--- src/rtl/ad_wb_arbiter_pkg.sv ---
// Shared definitions for the register-file writeback arbiter.
// Default widths and the writeback source tag encoding.
package ad_wb_arbiter_pkg;

   localparam int DEF_REG_DATA_WIDTH     = 32;
   localparam int DEF_REGFILE_ADDR_WIDTH = 5;
   localparam int DEF_REGFILE_DEPTH      = 32;

   typedef enum logic {
      WB_ALU = 1'b0,
      WB_MAC = 1'b1
   } wb_src_e;

endpackage

--- src/rtl/ad_wb_arbiter_if.sv ---
// Writeback bus: ALU/MAC result handshakes, MAC issue,
// scoreboard and regfile write port.
import ad_wb_arbiter_pkg::*;

interface ad_wb_arbiter_if #(
   parameter int REG_DATA_WIDTH     = DEF_REG_DATA_WIDTH,
   parameter int REGFILE_ADDR_WIDTH = DEF_REGFILE_ADDR_WIDTH,
   parameter int REGFILE_DEPTH      = DEF_REGFILE_DEPTH
);

   logic                          alu_valid_i;
   logic                          alu_ready_o;
   logic [REGFILE_ADDR_WIDTH-1:0] alu_rd_addr_i;
   logic [REG_DATA_WIDTH-1:0]     alu_rd_data_i;

   logic                          mac_valid_i;
   logic                          mac_ready_o;
   logic [REGFILE_ADDR_WIDTH-1:0] mac_rd_addr_i;
   logic [REG_DATA_WIDTH-1:0]     mac_rd_data_i;

   logic                          issue_mac_en_i;
   logic [REGFILE_ADDR_WIDTH-1:0] issue_mac_addr_i;
   logic [REGFILE_DEPTH-1:0]      busy_vec_o;

   logic [REGFILE_ADDR_WIDTH-1:0] rd_addr_o;
   logic [REG_DATA_WIDTH-1:0]     rd_wr_data_o;
   logic                          rd_wr_en_o;

   modport slave (
      input  alu_valid_i,
      output alu_ready_o,
      input  alu_rd_addr_i,
      input  alu_rd_data_i,
      input  mac_valid_i,
      output mac_ready_o,
      input  mac_rd_addr_i,
      input  mac_rd_data_i,
      input  issue_mac_en_i,
      input  issue_mac_addr_i,
      output busy_vec_o,
      output rd_addr_o,
      output rd_wr_data_o,
      output rd_wr_en_o
   );

   modport master (
      output alu_valid_i,
      input  alu_ready_o,
      output alu_rd_addr_i,
      output alu_rd_data_i,
      output mac_valid_i,
      input  mac_ready_o,
      output mac_rd_addr_i,
      output mac_rd_data_i,
      output issue_mac_en_i,
      output issue_mac_addr_i,
      input  busy_vec_o,
      input  rd_addr_o,
      input  rd_wr_data_o,
      input  rd_wr_en_o
   );

endinterface

--- src/rtl/ad_wb_fifo.sv ---
// Parameterised synchronous FIFO with full/empty/count.
// Push when full and pop when empty are ignored.
module ad_wb_fifo #(
   parameter int WIDTH = 37,
   parameter int DEPTH = 4,
   localparam int PW = (DEPTH > 1) ? $clog2(DEPTH) : 1,
   localparam int CW = $clog2(DEPTH + 1)
) (
   input  logic             clk_i,
   input  logic             rst_i,
   input  logic             push_i,
   input  logic [WIDTH-1:0] wdata_i,
   input  logic             pop_i,
   output logic [WIDTH-1:0] rdata_o,
   output logic             full_o,
   output logic             empty_o,
   output logic [CW-1:0]    count_o
);

   logic [WIDTH-1:0] mem_q [DEPTH];

   logic [PW-1:0] wr_ptr_q, wr_ptr_d;
   logic [PW-1:0] rd_ptr_q, rd_ptr_d;
   logic [CW-1:0] count_q, count_d;
   logic          push_ok, pop_ok;

   assign full_o  = (count_q == CW'(DEPTH));
   assign empty_o = (count_q == '0);
   assign count_o = count_q;
   assign rdata_o = mem_q[rd_ptr_q];

   assign push_ok = push_i && !full_o;
   assign pop_ok  = pop_i && !empty_o;

   // Power-of-two depth: pointers wrap naturally on overflow.
   always_comb begin
      wr_ptr_d = wr_ptr_q;
      rd_ptr_d = rd_ptr_q;
      count_d  = count_q;
      if (push_ok) wr_ptr_d = wr_ptr_q + 1'b1;
      if (pop_ok)  rd_ptr_d = rd_ptr_q + 1'b1;
      unique case ({push_ok, pop_ok})
         2'b10:   count_d = count_q + 1'b1;
         2'b01:   count_d = count_q - 1'b1;
         default: count_d = count_q;
      endcase
   end

   always_ff @(posedge clk_i or posedge rst_i) begin
      if (rst_i) begin
         wr_ptr_q <= '0;
         rd_ptr_q <= '0;
         count_q  <= '0;
      end else begin
         wr_ptr_q <= wr_ptr_d;
         rd_ptr_q <= rd_ptr_d;
         count_q  <= count_d;
      end
   end

   always_ff @(posedge clk_i) begin
      if (push_ok) mem_q[wr_ptr_q] <= wdata_i;
   end

endmodule

--- src/rtl/ad_wb_arbiter.sv ---
// Regfile write-port arbiter: ALU vs buffered MAC results,
// with anti-starvation, x0 suppression and MAC scoreboard.
import ad_wb_arbiter_pkg::*;

module ad_wb_arbiter #(
   parameter int REG_DATA_WIDTH     = DEF_REG_DATA_WIDTH,
   parameter int REGFILE_ADDR_WIDTH = DEF_REGFILE_ADDR_WIDTH,
   parameter int REGFILE_DEPTH      = DEF_REGFILE_DEPTH,
   parameter int FIFO_DEPTH         = 4,
   parameter int STARVE_LIMIT       = 8
) (
   input  logic            clk_i,
   input  logic            rst_i,
   ad_wb_arbiter_if.slave  bus
);

   localparam int AW = REGFILE_ADDR_WIDTH;
   localparam int DW = REG_DATA_WIDTH;
   localparam int EW = AW + DW;
   localparam int CW = $clog2(FIFO_DEPTH + 1);
   localparam int SW = $clog2(STARVE_LIMIT + 1);

   logic [EW-1:0] head;
   logic          full, empty;
   logic [CW-1:0] fifo_cnt;

   logic          push, pop, alu_xfer, force_w;
   logic [AW-1:0] win_addr;
   logic [DW-1:0] win_data;
   wb_src_e       win_src;

   logic [SW-1:0]            starve_q, starve_d;
   logic                     wr_en_q, wr_en_d;
   logic [AW-1:0]            addr_q, addr_d;
   logic [DW-1:0]            data_q, data_d;
   wb_src_e                  src_q, src_d;
   logic [REGFILE_DEPTH-1:0] busy_q, busy_d;

   assign force_w  = (starve_q == SW'(STARVE_LIMIT));
   assign alu_xfer = bus.alu_valid_i && !force_w;
   assign push     = bus.mac_valid_i && !full;
   assign pop      = !alu_xfer && !empty;

   assign bus.alu_ready_o  = !force_w;
   assign bus.mac_ready_o  = !full;
   assign bus.busy_vec_o   = busy_q;
   assign bus.rd_addr_o    = addr_q;
   assign bus.rd_wr_data_o = data_q;
   assign bus.rd_wr_en_o   = wr_en_q;

   ad_wb_fifo #(
      .WIDTH (EW),
      .DEPTH (FIFO_DEPTH)
   ) u_fifo (
      .clk_i   (clk_i),
      .rst_i   (rst_i),
      .push_i  (push),
      .wdata_i ({bus.mac_rd_addr_i, bus.mac_rd_data_i}),
      .pop_i   (pop),
      .rdata_o (head),
      .full_o  (full),
      .empty_o (empty),
      .count_o (fifo_cnt)
   );

   // alu_xfer is impossible at the limit, so the count saturates there.
   always_comb begin
      starve_d = starve_q;
      if (pop || fifo_cnt == '0)
         starve_d = '0;
      else if (alu_xfer)
         starve_d = starve_q + 1'b1;
   end

   always_comb begin
      win_addr = alu_xfer ? bus.alu_rd_addr_i : head[EW-1 -: AW];
      win_data = alu_xfer ? bus.alu_rd_data_i : head[DW-1:0];
      win_src  = alu_xfer ? WB_ALU : WB_MAC;
      wr_en_d  = 1'b0;
      addr_d   = addr_q;
      data_d   = data_q;
      src_d    = src_q;
      if ((alu_xfer || pop) && win_addr != '0) begin
         wr_en_d = 1'b1;
         addr_d  = win_addr;
         data_d  = win_data;
         src_d   = win_src;
      end
   end

   // Clear on the driven MAC write, then set so a re-issue wins.
   always_comb begin
      busy_d = busy_q;
      if (wr_en_q && src_q == WB_MAC)
         busy_d[addr_q] = 1'b0;
      if (bus.issue_mac_en_i && bus.issue_mac_addr_i != '0)
         busy_d[bus.issue_mac_addr_i] = 1'b1;
      busy_d[0] = 1'b0;
   end

   always_ff @(posedge clk_i or posedge rst_i) begin
      if (rst_i) begin
         starve_q <= '0;
         wr_en_q  <= 1'b0;
         addr_q   <= '0;
         data_q   <= '0;
         src_q    <= WB_ALU;
         busy_q   <= '0;
      end else begin
         starve_q <= starve_d;
         wr_en_q  <= wr_en_d;
         addr_q   <= addr_d;
         data_q   <= data_d;
         src_q    <= src_d;
         busy_q   <= busy_d;
      end
   end

endmodule

--- src/flat_wrapper.sv ---
// flat-port wrapper written by rule: the top's interface ports become plain ports
module ad_wb_arbiter_flat 
#(
   parameter int REG_DATA_WIDTH     = DEF_REG_DATA_WIDTH,
   parameter int REGFILE_ADDR_WIDTH = DEF_REGFILE_ADDR_WIDTH,
   parameter int REGFILE_DEPTH      = DEF_REGFILE_DEPTH,
   parameter int FIFO_DEPTH         = 4,
   parameter int STARVE_LIMIT       = 8
)
  (clk_i, rst_i, bus_alu_valid_i, bus_alu_ready_o, bus_alu_rd_addr_i, bus_alu_rd_data_i, bus_mac_valid_i, bus_mac_ready_o, bus_mac_rd_addr_i, bus_mac_rd_data_i, bus_issue_mac_en_i, bus_issue_mac_addr_i, bus_busy_vec_o, bus_rd_addr_o, bus_rd_wr_data_o, bus_rd_wr_en_o);
  ad_wb_arbiter_if #(.REG_DATA_WIDTH(REG_DATA_WIDTH), .REGFILE_ADDR_WIDTH(REGFILE_ADDR_WIDTH), .REGFILE_DEPTH(REGFILE_DEPTH)) bus_i ();
  input  logic clk_i;
  input  logic rst_i;
  input wire logic [$bits(bus_i.alu_valid_i)-1:0] bus_alu_valid_i;
  output wire logic [$bits(bus_i.alu_ready_o)-1:0] bus_alu_ready_o;
  input wire logic [$bits(bus_i.alu_rd_addr_i)-1:0] bus_alu_rd_addr_i;
  input wire logic [$bits(bus_i.alu_rd_data_i)-1:0] bus_alu_rd_data_i;
  input wire logic [$bits(bus_i.mac_valid_i)-1:0] bus_mac_valid_i;
  output wire logic [$bits(bus_i.mac_ready_o)-1:0] bus_mac_ready_o;
  input wire logic [$bits(bus_i.mac_rd_addr_i)-1:0] bus_mac_rd_addr_i;
  input wire logic [$bits(bus_i.mac_rd_data_i)-1:0] bus_mac_rd_data_i;
  input wire logic [$bits(bus_i.issue_mac_en_i)-1:0] bus_issue_mac_en_i;
  input wire logic [$bits(bus_i.issue_mac_addr_i)-1:0] bus_issue_mac_addr_i;
  output wire logic [$bits(bus_i.busy_vec_o)-1:0] bus_busy_vec_o;
  output wire logic [$bits(bus_i.rd_addr_o)-1:0] bus_rd_addr_o;
  output wire logic [$bits(bus_i.rd_wr_data_o)-1:0] bus_rd_wr_data_o;
  output wire logic [$bits(bus_i.rd_wr_en_o)-1:0] bus_rd_wr_en_o;
  assign bus_i.alu_valid_i = bus_alu_valid_i;
  assign bus_alu_ready_o = bus_i.alu_ready_o;
  assign bus_i.alu_rd_addr_i = bus_alu_rd_addr_i;
  assign bus_i.alu_rd_data_i = bus_alu_rd_data_i;
  assign bus_i.mac_valid_i = bus_mac_valid_i;
  assign bus_mac_ready_o = bus_i.mac_ready_o;
  assign bus_i.mac_rd_addr_i = bus_mac_rd_addr_i;
  assign bus_i.mac_rd_data_i = bus_mac_rd_data_i;
  assign bus_i.issue_mac_en_i = bus_issue_mac_en_i;
  assign bus_i.issue_mac_addr_i = bus_issue_mac_addr_i;
  assign bus_busy_vec_o = bus_i.busy_vec_o;
  assign bus_rd_addr_o = bus_i.rd_addr_o;
  assign bus_rd_wr_data_o = bus_i.rd_wr_data_o;
  assign bus_rd_wr_en_o = bus_i.rd_wr_en_o;
  ad_wb_arbiter #(.REG_DATA_WIDTH(REG_DATA_WIDTH), .REGFILE_ADDR_WIDTH(REGFILE_ADDR_WIDTH), .REGFILE_DEPTH(REGFILE_DEPTH), .FIFO_DEPTH(FIFO_DEPTH), .STARVE_LIMIT(STARVE_LIMIT)) u_core (.clk_i(clk_i), .rst_i(rst_i), .bus(bus_i));
endmodule
--- config.mk ---
export PLATFORM = sky130hd
export DESIGN_NAME = ad_wb_arbiter_flat
export DESIGN_NICKNAME = d
export VERILOG_FILES = /design/src/rtl/ad_wb_arbiter_pkg.sv /design/src/rtl/ad_wb_arbiter_if.sv /design/src/rtl/ad_wb_fifo.sv /design/src/rtl/ad_wb_arbiter.sv /design/src/flat_wrapper.sv
export SDC_FILE = /design/constraint.sdc
export NUM_CORES = 1
export LEC_CHECK = 0
export ABC_CLOCK_PERIOD_IN_PS = 2800
export CAP_MARGIN = 30
export CORE_MARGIN = 4
export CORE_UTILIZATION = 55
export DETAILED_ROUTE_END_ITERATION = 16
export DONT_BUFFER_PORTS = 1
export PLACE_DENSITY = 0.72
export SYNTH_ARGS = -nofsm -noshare
export SYNTH_HDL_FRONTEND = slang
export SYNTH_HIERARCHICAL = 1
export SYNTH_SLANG_ARGS = --single-unit
export TNS_END_PERCENT = 100
--- constraint.sdc ---
create_clock -name clk_i -period 2.8 [get_ports clk_i]
set_input_delay 0.28 -clock clk_i [delete_from_list [all_inputs] [get_ports clk_i]]
set_output_delay 0.28 -clock clk_i [all_outputs]
set_load 0.005 [all_outputs]
==> Flow_metrics.wiki, run 1 <==
{| class="wikitable"
! Metric !! Value
|-
| Status || finished clean
|-
| Layout Utilization || between 60% and 70%
|-
| Clock latency at the later pin of the worst-skew pair || ~0.52 ns
|-
| Slowest cell on the critical path || sky130_fd_sc_hd__dfrtp_1
|-
| Endpoint class of the critical path || register
|-
| Worst Path Required || about 3.2 ns
|-
| Mean instance size in the synthesized netlist || roughly 16 µm²
|-
| Number of vias per cell after detailed routing || 6.15
|-
| Final nets || slightly below 800
|-
| Critical path's top delay family || adder cells
|-
| Total of endpoints with negative setup slack in the final report || 0
|-
| Layout-stage area growth over the synthesis result || 20.1%
|-
| Floorplan die height || approximately 140 µm
|-
| Core footprint || approximately 17,000 µm²
|-
| Number of nets still failing antenna checks after routing || 0
|-
| Portion of total power attributed to the clock network || 27.5%
|-
| Max Clock Skew || roughly 0.012 ns
|-
| Crit path cell chain || inv_1 -> ha_1 -> nand3b_4 -> a21oi_2 -> o31a_1 -> ha_1 -> inv_1 -> fa_1 -> xor2_1 -> nor2_1 -> xor2_1
|-
| Class of the most critical hold timing path || in -> reg
|-
| CTS tree || yes
|-
| Levels on crit path || 11
|-
| Iteration-0 DRC Markers || ~480
|-
| Share of final-layout standard cells stronger than drive strength 1 || about 16%
|-
| Share of flip-flops with an asynchronous set or reset after synthesis || between 30% and 40%
|-
| Final Hold Viols || 0
|-
| Wire length of the first global-routing pass || ~35 mm
|-
| Startpoint of the worst register-to-register path || u_core/starve_q[0]$_DFFE_PP0P_
|-
| Largest driver fanout on the critical path || 17
|-
| Post-DP HPWL || 13.5 mm
|-
| Number of antenna violations at the first check in global routing || 2
|-
| Clock-pin slew of the registers on the worst-case setup and hold paths || roughly 0.060 ns
|-
| Total wire length || 22.1 mm
|-
| Maximum clock insertion buffer count || 3
|-
| GRT overflow || 0
|-
| Number of instances on the worst hold path || 2
|-
| Cell-internal power || just under 8000 µW
|-
| Switch Pwr || about 3600 µW
|-
| Portion of total power attributed to combinational logic || a little over a quarter
|-
| Post-CTS resize count || 0
|-
| Yosys top cell by area || sky130_fd_sc_hd__edfxtp_1
|-
| Worst r2r path cells || 11
|-
| Post-synthesis cell type count || 44
|-
| Portion of synthesized cell area occupied by the leading cell type || a little under half
|-
| Worst setup path category || reg -> reg
|-
| Critical path capture point || u_core/u_fifo/count_o[2]$_DFFE_PP0P_
|-
| Flip-flop and latch count after synthesis || approximately 230
|-
| Netlist area before placement || around 9400 µm²
|-
| Leakage component of the power || roughly 0.0040 µW
|-
| Startpoint type of the worst setup path || register
|-
| Width of the chip || between 100 and 150 µm
|-
| Sequential share of power || a little under half
|-
| Worst setup startpoint || u_core/starve_q[0]$_DFFE_PP0P_
|-
| Setup_tns || 0 ns
|-
| Maximum number of pins on one net before global-route repair || slightly above 40
|-
| Largest cells by area after synthesis || sky130_fd_sc_hd__edfxtp_1 (47%), sky130_fd_sc_hd__dfrtp_1 (22%), sky130_fd_sc_hd__mux4_2 (8.9%), sky130_fd_sc_hd__a21oi_1 (3.5%), sky130_fd_sc_hd__o21ai_0 (3.4%)
|-
| Delay of the slowest critical-path stage || 0.42 ns
|-
| Number of global-route vias before repair || 6,161
|-
| Total die area || about 19,000 µm²
|-
| Data arrival time at the worst-slack endpoint || roughly 3 ns
|-
| Post-route DRC || 0
|-
| Synthesized netlist cell count || between 500 and 600
|-
| Depth of the CTS H-tree || 1
|-
| Least-Margin Pin Slew || 0.724 ns
|-
| Fin Hold WS || 0.0226 ns
|-
| Headroom to the max-slew limit || between 50 and 60%
|-
| Num Clock Sinks || between 200 and 250
|-
| Most frequent standard cell in the layout excluding fill and tap cells || sky130_fd_sc_hd__edfxtp_1
|-
| Postcts setup bufs || 0
|-
| Synthesis warning total || 6
|-
| Rows || 47
|-
| Synth Flop Type || sky130_fd_sc_hd__edfxtp_1
|-
| Total routing resource utilization after global routing || a little under a quarter
|-
| Worst IR drop on VDD || 736 µV
|-
| Peak clock frequency supported by timing || around 390 MHz
|-
| Unrepaired setup endpoints after global routing || no
|-
| Total Power Consumption || ~11,000 µW
|-
| Final worst path period share || 91.5%
|-
| Cell Count Post-Placement || roughly 800
|-
| CTS Buf Count || 24
|-
| Pre-antenna DRT Iters || 5
|-
| Reg2Reg Setup Slack || 0.24 ns
|-
| Routed wirelength normalized by instance count || 23.9 µm
|-
| Ports placed on the boundary || between 150 and 200
|-
| Initial core utilization || 56.3%
|-
| FILL cells || ~1,100
|-
| Switching part of the total power || 31.0%
|-
| Bufs and invs on worst path || 2
|-
| Highest-count cells in the layout ignoring fill and taps || sky130_fd_sc_hd__edfxtp_1 (148), sky130_fd_sc_hd__dfrtp_1 (79), sky130_fd_sc_hd__dlygate4sd3_1 (78), sky130_fd_sc_hd__a21oi_1 (65), sky130_fd_sc_hd__o21ai_0 (63)
|-
| Final RePlAce weighted congestion || around 0.8
|-
| Share of the yosys chip area belonging to registers || 69.0%
|-
| Buffers on Ports || 0
|-
| Post-layout minimum cycle time || between 2 and 3 ns
|-
| Capture point of the worst reg-to-reg path || u_core/u_fifo/count_o[2]$_DFFE_PP0P_
|-
| Max-slew violation count || 0
|-
| Final Instance Count excl. Fillers || 923
|-
| Number of nets in the synthesized netlist || 690
|-
| Power per unit of standard cell area || 1020 nW/µm²
|-
| Number of synthesized flops with an enable pin || about 150
|-
| Total via count after detailed routing || 5,678
|-
| Buffer cell driving the clock tree root || sky130_fd_sc_hd__clkbuf_16
|-
| Number of violations of the max-capacitance limit || 0
|}
through the flow:
step           setup slack [ns]  cell area [µm²]
2_1_floorplan             0.536             9370
3_3_place_gp              0.391             9650
3_5_place_dp              0.233             9650
4_1_cts                   0.231            11200
5_1_grt                   0.162            11300
6_report                  0.237            11300
worst reg2reg max path: cells and delay by family, from the launching register on:
family	cells	cell delay, ns
buf+inv	2	0.14
fa+ha+maj	3	0.77
compound gates	2	0.47
xor+xnor	2	0.33
flops	1	0.42
simple gates	2	0.36
power groups by stage:
stage	registers, µW	clock network, µW	logic [µW]
after floorplan	5100	0	2270
after global placement	5340	0	2730
after detailed placement	5390	0	2830
after CTS	5340	3210	2970
after global routing	5440	3370	3270
final	5330	3160	2980
state kept, by name, indices dropped and copies added (netlist names):
register,flops
u_core/u_fifo/wr_ptr_q,2
u_core/bus.busy_vec_o,31
u_core/bus.rd_wr_en_o,1
u_core/u_fifo/count_o,3
u_core/starve_q,4
u_core/src_q,1
u_core/u_fifo/mem_q,148
u_core/u_fifo/rd_ptr_q,2
u_core/bus.rd_wr_data_o,32
u_core/bus.rd_addr_o,5
cell families after synthesis:
family	Yosys count	share of synthesized area, %
flops	229	69.0
compound gates	170	10.9
simple gates	94	6.31
buf+inv	48	2.64
mux	39	9.12
xor+xnor	9	0.841
fa+ha+maj	8	1.15
other cells	1	0.0400
cell type report:
| type | instances | area, µm² | share of cell area, % |
|---|---|---|---|
| Sequential cell | 229 | 6470 | 57.5 |
| Antenna cell | 2 | 5.00 | 0.0444 |
| Timing Repair Buffer | 95 | 978 | 8.69 |
| Multi-Input combinational cell | 321 | 2690 | 23.8 |
| Inverter | 12 | 46.3 | 0.411 |
| Clock buffer | 34 | 678 | 6.02 |
| Clock inverter | 10 | 120 | 1.07 |
| Tap cell | 220 | 275 | 2.44 |
cells in the mapped netlist (6+ instances only):
cell type                     n
sky130_fd_sc_hd__nand2b_1    32
sky130_fd_sc_hd__edfxtp_1   148
sky130_fd_sc_hd__mux4_2      37
sky130_fd_sc_hd__nor3_1       6
sky130_fd_sc_hd__nand3b_1     8
sky130_fd_sc_hd__inv_1       12
sky130_fd_sc_hd__nand2_1     11
sky130_fd_sc_hd__buf_2        9
sky130_fd_sc_hd__a21oi_1     65
sky130_fd_sc_hd__clkbuf_1    17
sky130_fd_sc_hd__o2bb2ai_1   32
sky130_fd_sc_hd__nor2_1       6
sky130_fd_sc_hd__dfrtp_1     81
sky130_fd_sc_hd__ha_1         7
sky130_fd_sc_hd__o21ai_0     63
worst min path at each step:
stage / startpoint / endpoint
final: bus_alu_rd_data_i[30] / u_core/bus.rd_wr_data_o[30]$_DFFE_PP0P_
after global routing: bus_alu_rd_addr_i[0] / u_core/bus.rd_addr_o[0]$_DFFE_PP0P_
after CTS: bus_issue_mac_addr_i[4] / u_core/bus.busy_vec_o[26]$_DFF_PP0_
after detailed placement: rst_i / u_core/u_fifo/count_o[2]$_DFFE_PP0P_
after global placement: rst_i / u_core/u_fifo/count_o[0]$_DFFE_PP0P_
after floorplan: rst_i / u_core/u_fifo/count_o[0]$_DFFE_PP0P_
routing by layer:
metal  track usage (%)  wire length (µm)  vias to the layer above
met5                 0                 0                        -
met1              30.0              8650                     2910
li1                  -                 -                     2477
met2              38.6             11000                      264
met4              5.46               306                        0
met3              6.17              2090                       27
repair_timing:
item | in CTS | in global routing
endpoints found under the setup margin | 0 | 0
hold buffers | 78 | 0
hold endpoints to repair | 240 | 0
(Power assumes the default switching activity.)
==> inputs of run 2 (changes only) <==
--- a/config.mk
+++ b/config.mk
@@ -12,6 +12,7 @@
 export DETAILED_ROUTE_END_ITERATION = 16
 export DONT_BUFFER_PORTS = 1
 export PLACE_DENSITY = 0.72
+export RECOVER_POWER = 25
 export SYNTH_ARGS = -nofsm -noshare
 export SYNTH_HDL_FRONTEND = slang
 export SYNTH_HIERARCHICAL = 1
==> results of run 2 <==
No change in the layout: final DEF, timing and power equal those of run 1.
